==> src/rtl/nn_pkg.sv <==
// Shared neuron-control definitions: phase pin encodings, sequencer states, Q8.8 constants.
package nn_pkg;

  localparam logic [1:0] PH_FSETUP = 2'b00;
  localparam logic [1:0] PH_FWD    = 2'b10;
  localparam logic [1:0] PH_BSETUP = 2'b11;
  localparam logic [1:0] PH_BWD    = 2'b01;

  typedef enum logic [2:0] {
    ST_IDLE,
    ST_FWD,
    ST_ERR,
    ST_BWD,
    ST_DONE
  } state_t;

  localparam logic [15:0] Q_ONE = 16'h0100;
  localparam logic [15:0] Q_MAX = 16'h7FFF;
  localparam logic [15:0] Q_MIN = 16'h8000;

endpackage

==> src/rtl/train_step_ctrl_sat_sub.sv <==
// Combinational signed saturating subtract o_y = sat(i_a - i_b), no rounding.
// Latency 0; no flow control.
module sat_sub #(
  parameter int BITS = 16
) (
  input  logic [BITS-1:0] i_a,
  input  logic [BITS-1:0] i_b,
  output logic [BITS-1:0] o_y
);

  logic [BITS:0] w_diff;

  assign w_diff = {i_a[BITS-1], i_a} - {i_b[BITS-1], i_b};

  // Overflow shows as disagreement between the two top bits; the extra bit is the true sign.
  always_comb begin
    o_y = w_diff[BITS-1:0];
    if (w_diff[BITS] != w_diff[BITS-1]) begin
      o_y = w_diff[BITS] ? {1'b1, {(BITS-1){1'b0}}} : {1'b0, {(BITS-1){1'b1}}};
    end
  end

endmodule

==> src/rtl/train_step_ctrl.sv <==
// Output-neuron training sequencer: FWD -> ERR -> BWD -> DONE per start, with saturated error y - target.
// All outputs registered; start only accepted in IDLE, ignored (not queued) elsewhere.
module train_step_ctrl
  import nn_pkg::*;
#(
  parameter int N       = 6,
  parameter int BITS    = 16,
  parameter int FWD_LEN = N / 2 + 3,
  parameter int BWD_LEN = N + 3
) (
  input  logic            clk,
  input  logic            rst_n,
  input  logic            start,
  input  logic [BITS-1:0] target,
  input  logic [BITS-1:0] lr_in,
  input  logic [BITS-1:0] y_in,
  output logic            fp,
  output logic            bp,
  output logic [BITS-1:0] dz_out,
  output logic [BITS-1:0] w_out,
  output logic [BITS-1:0] lr_out,
  output logic [BITS-1:0] y_cap,
  output logic            err_valid,
  output logic            busy,
  output logic            done
);

  localparam int MAX_LEN = (FWD_LEN > BWD_LEN) ? FWD_LEN : BWD_LEN;
  localparam int CW      = (MAX_LEN > 1) ? $clog2(MAX_LEN) : 1;
  localparam logic [CW-1:0]   FWD_LAST = CW'(FWD_LEN - 1);
  localparam logic [CW-1:0]   BWD_LAST = CW'(BWD_LEN - 1);
  localparam logic [BITS-1:0] W_ONE    = BITS'(Q_ONE);

  if (N % 2 != 0) begin : g_bad_n
    $error("train_step_ctrl: N must be even");
  end

  state_t          r_state;
  logic [CW-1:0]   r_cnt;
  logic [BITS-1:0] r_target;
  logic [BITS-1:0] r_lr;
  logic [BITS-1:0] r_dz;
  logic [BITS-1:0] r_y;
  logic            r_fp;
  logic            r_bp;
  logic            r_err_valid;
  logic            r_busy;
  logic            r_done;
  logic [BITS-1:0] w_dz;

  sat_sub #(.BITS(BITS)) u_sat_sub (
    .i_a (y_in),
    .i_b (r_target),
    .o_y (w_dz)
  );

  // Phase pins, busy and done are registered alongside the state so they change with it.
  always_ff @(posedge clk) begin
    if (!rst_n) begin
      r_state     <= ST_IDLE;
      r_cnt       <= '0;
      r_target    <= '0;
      r_lr        <= '0;
      r_dz        <= '0;
      r_y         <= '0;
      {r_fp, r_bp} <= PH_FSETUP;
      r_err_valid <= 1'b0;
      r_busy      <= 1'b0;
      r_done      <= 1'b0;
    end else begin
      case (r_state)
        ST_IDLE: begin
          if (start) begin
            r_target     <= target;
            r_lr         <= lr_in;
            r_err_valid  <= 1'b0;
            r_cnt        <= '0;
            r_state      <= ST_FWD;
            {r_fp, r_bp} <= PH_FWD;
            r_busy       <= 1'b1;
          end
        end
        ST_FWD: begin
          if (r_cnt == FWD_LAST) begin
            r_y          <= y_in;
            r_dz         <= w_dz;
            r_err_valid  <= 1'b1;
            r_cnt        <= '0;
            r_state      <= ST_ERR;
            {r_fp, r_bp} <= PH_BSETUP;
          end else begin
            r_cnt <= r_cnt + 1'b1;
          end
        end
        ST_ERR: begin
          r_cnt        <= '0;
          r_state      <= ST_BWD;
          {r_fp, r_bp} <= PH_BWD;
        end
        ST_BWD: begin
          if (r_cnt == BWD_LAST) begin
            r_cnt        <= '0;
            r_state      <= ST_DONE;
            {r_fp, r_bp} <= PH_FSETUP;
            r_done       <= 1'b1;
          end else begin
            r_cnt <= r_cnt + 1'b1;
          end
        end
        ST_DONE: begin
          r_done  <= 1'b0;
          r_busy  <= 1'b0;
          r_state <= ST_IDLE;
        end
        default: begin
          r_state      <= ST_IDLE;
          {r_fp, r_bp} <= PH_FSETUP;
          r_busy       <= 1'b0;
          r_done       <= 1'b0;
        end
      endcase
    end
  end

  assign fp        = r_fp;
  assign bp        = r_bp;
  assign dz_out    = r_dz;
  assign w_out     = W_ONE;
  assign lr_out    = r_lr;
  assign y_cap     = r_y;
  assign err_valid = r_err_valid;
  assign busy      = r_busy;
  assign done      = r_done;

endmodule

==> config.mk <==
export PLATFORM = sky130hd
export DESIGN_NAME = train_step_ctrl
export DESIGN_NICKNAME = d
export VERILOG_FILES = /design/src/rtl/nn_pkg.sv /design/src/rtl/train_step_ctrl_sat_sub.sv /design/src/rtl/train_step_ctrl.sv
export SDC_FILE = /design/constraint.sdc
export NUM_CORES = 1
export LEC_CHECK = 0
export ABC_CLOCK_PERIOD_IN_PS = 5800
export BUFFER_PORTS_ARGS = -buffer_cell sky130_fd_sc_hd__buf_2
export CORE_UTILIZATION = 55
export CTS_CLUSTER_DIAMETER = 80
export DETAILED_ROUTE_END_ITERATION = 8
export GPL_TIMING_DRIVEN = 1
export PLACE_DENSITY = 0.85
export SYNTH_ARGS = -nofsm -noshare
export SYNTH_HDL_FRONTEND = slang
export SYNTH_SLANG_ARGS = --single-unit
==> constraint.sdc <==
create_clock -name clk -period 5.8 [get_ports clk]
set_input_delay 0.87 -clock clk [delete_from_list [all_inputs] [get_ports clk]]
set_output_delay 0.87 -clock clk [all_outputs]
set_load 0.02 [all_outputs]
### Word-level counts from Yosys, hierarchy flattened

Cells that the tools add are included.

| operators by class | value |
|---|---|
| add/subtract/negate cells | 2 |
| muxes and demuxes | 20 |
| bitwise gates (word level) | 3 |
| eq/ne operators | 10 |
| reductions and logical operators | 13 |

Operators with widths:

| operator | count |
|---|---|
| $mux W16 | 2 |
| $sub A16 B16 Y17 | 1 |
| $pmux W4 S4 | 1 |
| $mux W4 | 3 |
| $pmux W3 S4 | 1 |
| $reduce_and A2 Y1 | 5 |
| $mux W3 | 3 |
| $eq A3 B2 Y1 const B | 2 |
| $ne A2 B2 Y1 const B | 3 |
| $pmux W1 S2 | 3 |
| $reduce_and A3 Y1 | 2 |
| $reduce_or A3 Y1 | 2 |
| $mux W1 | 5 |
| $pmux W1 S5 | 1 |
| $add A4 B1 Y4 const B | 1 |
| $eq A4 B3 Y1 const B | 1 |
| $eq A4 B4 Y1 const B | 1 |
| $pmux W1 S4 | 1 |
| $reduce_and A4 Y1 | 1 |
| $reduce_bool A4 Y1 | 1 |
| $eq A3 B1 Y1 const B | 1 |
| $eq A3 B3 Y1 const B | 1 |
| $logic_not A3 Y1 | 1 |
| $not A1 Y1 | 3 |
| 2 further kinds | 2 |

| word-level totals | value |
|---|---|
| bits in registers | 76 |
| logic and storage cells | 59 |
| output and inout port bits | 69 |

### Logic depth before layout (Yosys ltp)

Gate-level depths: netlist of run 1.

| depth | value |
|---|---|
| depth after elaboration | 4 |
| gate-level depth with buffers | 12 |
| depth with buffers taken out | 11 |

### By module

From an unflattened synthesis of run 1, not the netlist that was laid out.

| second synthesis, totals | value |
|---|---|
| cells, all modules | 501 |
| area total of the unflattened synthesis | 4,139.0 um^2 |

By module, submodules not included:

| module | area an instance (um^2) | cells each | instances |
|---|---|---|---|
| train_step_ctrl | 3,091.7 | 363 | 1 |
| sat_sub | 1,047.3 | 138 | 1 |

### Worst setup path before layout of run 1

No wires, ideal clock.

| timing | value |
|---|---|
| kind | input port to flip-flop |
| from | input y_in[0] |
| to | register r_dz[11], in the netlist dz_out[11] |
| stages | 12 |
| data required time | 5.681 ns |
| path slack | 3.005 ns |
| setup time | 0.119 ns |
| data arrival time | 2.677 ns |
| path buffers | 1 |
| cell sequence | inv_1 > ha_1 > inv_1 > fa_1 > a211oi_1 > o211ai_2 > nand3b_1 > nand3_1 > nand2_2 > buf_6 > o21ai_0 > o221a_1 |

| between the ends | value |
|---|---|
| cells in the longest elaborated chain, start to end | 3 |
| elaborated cells between the ends (all ways) | 4 |
| classes of those cells | add/sub (1); eq/ne (1); mux (2) |

RTL lines:

| item | RTL line | source |
|---|---|---|
| from (decl) | train_step_ctrl.sv:16 | `input logic [BITS-1:0] y_in,` |
| $sub A16 B16 Y17 (*) | train_step_ctrl_sat_sub.sv:13 | `assign w_diff = {i_a[BITS-1], i_a} - {i_b[BITS-1], i_b};` |
| $mux W16 or $ne A1 B1 Y1 (tied branches) | train_step_ctrl_sat_sub.sv:19, train_step_ctrl_sat_sub.sv:18 |  |
| $mux W16 (*) | train_step_ctrl_sat_sub.sv:18 | `if (w_diff[BITS] != w_diff[BITS-1]) begin` |
| to (signal assigned) | train_step_ctrl.sv:86 | `r_dz <= w_dz;` |
| to (decl) | train_step_ctrl.sv:42 | `logic [BITS-1:0] r_dz;` |

Mark *: on every way between the ends. The rest lies on a longest branch, timed or not.
A chain may end at the register's enable or synchronous reset.

### Final worst setup path of run 1

Ends and elaborated chain as after synthesis.

==> results of run 1 <==
-- cell usage after synthesis, types with 3 or more instances --
cell      number
a211oi_1       3
a21o_1         5
a21oi_1       74
a21oi_2        9
and2_1         6
buf_2          3
buf_4         16
buf_6          3
clkbuf_1      18
dfxtp_1       76
ha_1          19
inv_1         22
maj3_1         5
maj3_2         7
nand2_1      107
nand2b_1       4
nand3_1        5
nor2_1        21
nor3_1         5
o211ai_1       4
o21ai_0       22
or3_1          4
xnor2_1        9
xor2_1         4
-- flip-flops by register name (all words and copies together), names as in the netlist, 3 cells and up --
register  flops
r_cnt         4
r_target     16
y_cap        16
dz_out       16
r_state       3
lr_out       16
-- cells by family (layout without fill, tap and decap cells) --
group                      count (synthesis)  count (layout)
buffers and inverters                     64             143
and+or+nand+nor                          166             166
AOI/OAI and AO/OA                        133             133
adders and majority gates                 32              32
xor gates and xnor gates                  14              14
other                                      2              16
DFF                                       76              76
-- layout make-up --
class | instances | area (µm²)
repair buffers | 105 | 530.5
fillers | 612 | 2250
inverters | 22 | 82.58
multi-input cells | 361 | 2122
well taps | 96 | 120.1
clock buffers | 9 | 123.9
clock inverters | 7 | 81.33
flip-flops and latches | 76 | 1521
-- worst max path at each step --
stage	endpoint	slack, ns	depth (start not counted)	from
after global routing	dz_out[8]	2.82	12	y_in[0]
after floorplan	dz_out[11]	3.00	12	y_in[0]
final	dz_out[11]	3.01	12	y_in[0]
after detailed placement	dz_out[11]	2.66	12	y_in[0]
after global placement	dz_out[11]	2.70	12	y_in[0]
after CTS	dz_out[11]	3.04	12	y_in[0]
-- critical path: stages --
cell and delay (ns):
buf_2 0.10, inv_1 0.05, ha_1 0.15, inv_1 0.06, fa_1 0.42, a211oi_1 0.35
o211ai_2 0.13, nand3b_1 0.15, nand3_1 0.13, nand2_2 0.25, o21ai_0 0.14, o221a_1 0.23
-- per-stage QoR --
step                      total power [µW]  instances    util  hold slack [ns]  setup WS (ns)
final                                 1237        676  0.6707           0.4545          3.013
after global routing                  1297        676  0.6707           0.4741          2.819
after floorplan                      781.2        501       -           0.4363          3.005
after global placement               824.7        660  0.6407           0.4399          2.695
after detailed placement             830.9        660  0.6407           0.4445          2.664
after CTS                             1245        676  0.6707           0.4550          3.042
-- power by group through the flow --
| stage | logic, µW | registers, µW | clock network, µW |
|---|---|---|---|
| finish | 272 | 550 | 416 |
| global route | 298 | 552 | 447 |
| CTS | 271 | 550 | 424 |
| detailed placement | 269 | 562 | 0 |
| global placement | 264 | 561 | 0 |
| floorplan | 211 | 570 | 0 |
-- metal layers --
| metal | GRT usage | part of all wire | vias to the layer above | routed length [µm] |
|---|---|---|---|---|
| met3 | 0.04762 | 0.059 | 11 | 508 |
| met2 | 0.3795 | 0.47 | 111 | 4036 |
| li1 | - | - | 1791 | - |
| met5 | 0 | 0 | - | 0 |
| met1 | 0.3074 | 0.46 | 1574 | 3947 |
| met4 | 0.1106 | 0.019 | 0 | 164 |
==> results.tsv, run 1 <==
stage	metric	value	unit
timing	min_period	2.787	ns
clocking	cts_max_level	3	
clocking	cts_tree	done	
power	seqPwrFrac	0.444	
hold_path	hold_class	reg -> reg	
hold_path	holdPathStages	2	
synthesis	synthXorXnorAreaFrac	0.03609	
power	pwr-share-comb	0.220	
synthesis	ys_warn_count	0	
synthesis	yosysTopAreaCell	dfxtp_1	
timing	slew_headroom	0.2825	
layout	layout.nets	646	
clocking	ctsResizeCount	0	
routing	viasPerCell	5.158	
setup_path	critical_path_class	in -> reg	
global_routing	grt_max_degree	48	
layout	layout_commonest_cell	nand2_1	
global_routing	grt_pass1_wl	13840	µm
synthesis	synth_top_family_by_area	compound AO/OA/AOI/OAI gates	
timing	drv_slew	0	
run_status	outcome	completed	
clocking	cts_buffers	9	
timing	tightest_slew	1.076	ns
clocking	insertion_delay	0.36	ns
clocking	cts_sinks	76	
setup_path	r2r_cells	10	
setup_path	cp-end-kind	register	
power	p_leak	0.001973	µW
place	dpl-instance-area	0.004377	mm²
routing	routed_wl	8656	µm
synthesis	syn_avg_cell_area	8.044	µm²
setup_path	worstPathRequired	6.04	ns
setup_path	start_kind	primary input	
clocking	ctsHoldBuffers	0	
place	port_buffers	103	
synthesis	yosysSeqAreaShare	0.3884	
power	p_int	853.5	µW
power	switchingPower	383.8	µW
timing	rsz0062_at_grt	false	
routing	first_pass_iters	5	
global_routing	grt-ovfl-total	0	
setup_path	r2r_setup_slack	3.33	ns
timing	finClkSkew	0.01023	ns
floorplan	die_width	86.40	µm
setup_path	path_max_fanout	14	
layout	num_antenna_cells	0	
synthesis	synthCells	487	
place	routabilityCongestion	0.9187	
power	netSwitchingFraction	0.3102	
synthesis	yosys.area.top_type_share	0.3884	
setup_path	reg2reg_from	r_target[0]	
routing	postRouteAntennaNets	0	
synthesis	async_flop_share	0	
global_routing	antenna_found_initial	0	
floorplan	fp.dieArea	0.007464	mm²
setup_path	crit_arrival	3.03	ns
timing	setup_viol	0	
synthesis	synthMuxAreaShare	0	
timing	hold_viol	0	
floorplan	boundaryPins	120	
synthesis	synth_area	0.003918	mm²
layout	final_cell_mix	107 x nand2_1, 103 x buf_2, 76 x dfxtp_1	
synthesis	ys_types	52	
routing	vias	3487	
synthesis	synthAdderAreaFrac	0.09869	
setup_path	r2r_end	dz_out[11]	
clocking	cts_setup_buffers	0	
timing	finalCritPeriodShare	0.4805	
synthesis	postSynthRegisterBits	76	
global_routing	track_usage	0.2368	
floorplan	die_h	86.40	µm
routing	drc	0	
timing	fmax	0.3588	GHz
synthesis	synthTopCellsByArea	dfxtp_1 39%, nand2_1 10%, a21oi_1 9.5%, ha_1 6.1%, buf_4 3.1%	
clocking	cts_buffer_depth	2	
layout	drive_gt1_frac	0.2534	
power	pwr-share-clk	0.336	
routing	drtIter0Drc	173	
synthesis	synth_compound_area_frac	0.2066	
hold_path	hold_end	y_cap[7]	
global_routing	first_global_vias	3045	
power	ir_drop	0.1631	mV
synthesis	synth_flop_cell	dfxtp_1	
power	p_per_area	270.1	mW/mm²
floorplan	start_util	0.5734	
layout	stdcell_area	0.004582	mm²
layout	area_growth	16.96	%
place	detailed_place_hpwl	6463	µm
timing	tns	0	ns
synthesis	synth_edf_count	0	
floorplan	core_area	0.006832	mm²
floorplan	num_rows	30	
clocking	cts.reportedPaths.clkPinSlew	0.08	ns
clocking	cts_root_buffer	clkbuf_8	
routing	wl_per_cell	12.80	µm
run	maxCapViolCount	0	
hold_path	hp-start	y_cap[7]	
synthesis	synthSimpleGateAreaFrac	0.1849	
(Power assumes the default switching activity.)
==> inputs of run 2 (changes only) <==
--- a/config.mk
+++ b/config.mk
@@ -5,13 +5,13 @@
 export SDC_FILE = /design/constraint.sdc
 export NUM_CORES = 1
 export LEC_CHECK = 0
-export ABC_CLOCK_PERIOD_IN_PS = 5800
+export ABC_CLOCK_PERIOD_IN_PS = 2500
 export BUFFER_PORTS_ARGS = -buffer_cell sky130_fd_sc_hd__buf_2
-export CORE_UTILIZATION = 55
+export CORE_UTILIZATION = 47
 export CTS_CLUSTER_DIAMETER = 80
 export DETAILED_ROUTE_END_ITERATION = 8
 export GPL_TIMING_DRIVEN = 1
-export PLACE_DENSITY = 0.85
+export PLACE_DENSITY = 0.77
 export SYNTH_ARGS = -nofsm -noshare
 export SYNTH_HDL_FRONTEND = slang
 export SYNTH_SLANG_ARGS = --single-unit
==> constraint.sdc (replaced) <==
create_clock -name clk -period 2.5 [get_ports clk]
set_input_delay 0.375 -clock clk [delete_from_list [all_inputs] [get_ports clk]]
set_output_delay 0.375 -clock clk [all_outputs]
set_load 0.02 [all_outputs]
==> run 2 against run 1 <==
  * Non-clock buffer count up 12
  * Highest routed layer unchanged
  * Routed wire length up 5.4%
  * Worst hold slack worse by 0.20 ns
  * Register-to-register slack lost 3.2 ns
==> results.tsv, run 2 (synthesis results as in run 1) <==
stage	metric	value	unit
clocking	cts_buffer_depth	2	
setup_path	worst-path-buf-inv	2	
clocking	ctsHoldBuffers	0	
setup_path	path_cells	inv_1 > ha_1 > o211ai_2 > a21oi_2 > o21ai_2 > o221a_4 > xnor2_4 > buf_12 > maj3_1 > a21oi_1	
layout	fillers	730	
power	ir_drop	0.3291	mV
routing	wl_per_cell	13.16	µm
global_routing	grt_pass1_wl	14990	µm
place	detailed_place_hpwl	6882	µm
place	pre_cts_ws	-0.1483	ns
run_status	outcome	completed	
layout	drive_gt1_frac	0.2690	
clocking	cts_tree	done	
place	dp.cells	677	
global_routing	antenna_found_initial	0	
power	switchingPower	868.6	µW
power	p_per_area	627.1	mW/mm²
setup_path	cp_top_family	compound AO/OA/AOI/OAI gates	
layout	layout.nets	658	
setup_path	path_max_fanout	15	
place	routabilityCongestion	0.8478	
floorplan	num_rows	32	
timing	rsz0062_at_grt	false	
setup_path	critical_path_class	reg -> reg	
power	p_int	2093	µW
floorplan	die_h	93.30	µm
setup_path	cp-end-kind	register	
clocking	cts_buffers	9	
setup_path	worstPathRequired	2.78	ns
timing	tightest_slew	0.6819	ns
timing	finalCritPeriodShare	0.9394	
layout	register_area	0.001521	mm²
setup_path	critPathMaxStageDelay	0.39	ns
setup_path	critPathSlowestCell	ha_1	
floorplan	boundaryPins	120	
routing	viasPerCell	5.006	
timing	slew_headroom	0.5443	
clocking	cts.reportedPaths.clkPinSlew	0.08	ns
global_routing	grt_max_degree	58	
floorplan	fp.dieArea	0.008704	mm²
floorplan	core_area	0.007888	mm²
timing	fmax	0.4258	GHz
routing	drc	0	
hold_path	hold_class	in -> reg	
run	maxCapViolCount	0	
routing	drtIter0Drc	93	
layout	layout_commonest_cell	nand2_1	
layout	final_cell_mix	107 x nand2_1, 103 x buf_2, 76 x dfxtp_1	
routing	first_pass_iters	4	
routing	routed_wl	9122	µm
floorplan	start_util	0.4967	
timing	min_period	2.349	ns
floorplan	die_width	93.30	µm
clocking	cts_sinks	76	
layout	area_growth	20.54	%
timing	hold_viol	0	
power	seqPwrFrac	0.431	
timing	setup_slack	0.1514	ns
clocking	cts_root_buffer	clkbuf_8	
power	pwr-share-clk	0.343	
power	pwr-share-comb	0.226	
clocking	insertion_delay	0.36	ns
layout	multiInputGateArea	0.002132	mm²
timing	drv_slew	0	
timing	finClkSkew	0.01517	ns
layout	fin_cells	693	
place	port_buffers	103	
setup_path	start_kind	register	
global_routing	first_global_vias	3184	
global_routing	track_usage	0.2216	
timing	setup_viol	0	
layout	num_antenna_cells	0	
routing	postRouteAntennaNets	0	
setup_path	crit_arrival	2.63	ns
power	netSwitchingFraction	0.2933	
routing	vias	3469	
power	p_leak	0.002043	µW
global_routing	grt-ovfl-total	0	
clocking	cts_max_level	3	
run 2: through the flow:
step | cell area (µm²) | utilization | hold slack, ns | TNS (ns) | total power, µW
global route | 4722 | 0.5987 | 0.2373 | 0 | 3124
global placement | 4479 | 0.5679 | 0.4393 | -0.3128 | 1931
floorplan | 3970 | - | 0.4363 | 0 | 1812
detailed placement | 4479 | 0.5679 | 0.4439 | -1.046 | 1945
CTS | 4692 | 0.5949 | 0.2404 | 0 | 2966
finish | 4722 | 0.5987 | 0.2586 | 0 | 2961
run 2: path summary, 6_finish.rpt:
path | startpoint | cells after the start | slack (ns) | endpoint
worst max register to register | r_target[2] | 10 | 0.15 | dz_out[6]
worst min register to register | lr_out[1] | 2 | 0.45 | lr_out[1]
worst min-delay path | target[8] | 3 | 0.26 | r_target[8]
worst max-delay path | r_target[2] | 10 | 0.15 | dz_out[6]
run 2: area by class of cell:
class / instances / area share
multi-input cells: 361 / 0.4515
inverters: 22 / 0.01749
flip-flops and latches: 76 / 0.3222
clock buffers: 9 / 0.02623
clock inverters: 6 / 0.01881
well taps: 102 / 0.02703
repair buffers: 117 / 0.1367
run 2: repair_timing:
action                     4_1_cts  5_1_grt
gates resized for setup          0        2
setup buffers                    0        1
setup endpoints to repair        0       13
run 2: worst reg2reg max path, delay by kind of cell (launching register included):
| kind | cells | cell delay (ns) |
|---|---|---|
| AO/OA/AOI/OAI | 5 | 0.85 |
| XOR/XNOR | 1 | 0.15 |
| flip-flops | 1 | 0.34 |
| buffers and inverters | 2 | 0.20 |
| adder cells (fa/ha/maj) | 2 | 0.74 |
run 2: power by group through the flow:
stage	combinational (µW)	clock [µW]	sequential (µW)
final	670	1020	1280
after floorplan	489	0	1320
after global routing	735	1110	1280
after global placement	629	0	1300
after detailed placement	642	0	1300
after CTS	645	1050	1280
run 2: layer usage:
layer	wire length, µm	part of all wire	global-route usage	up-vias
met3	501	0.055	0.04146	21
met1	4414	0.48	0.2995	1521
li1	-	-	-	1813
met5	0	0	0	-
met4	269	0.029	0.1141	0
met2	3936	0.43	0.3352	114
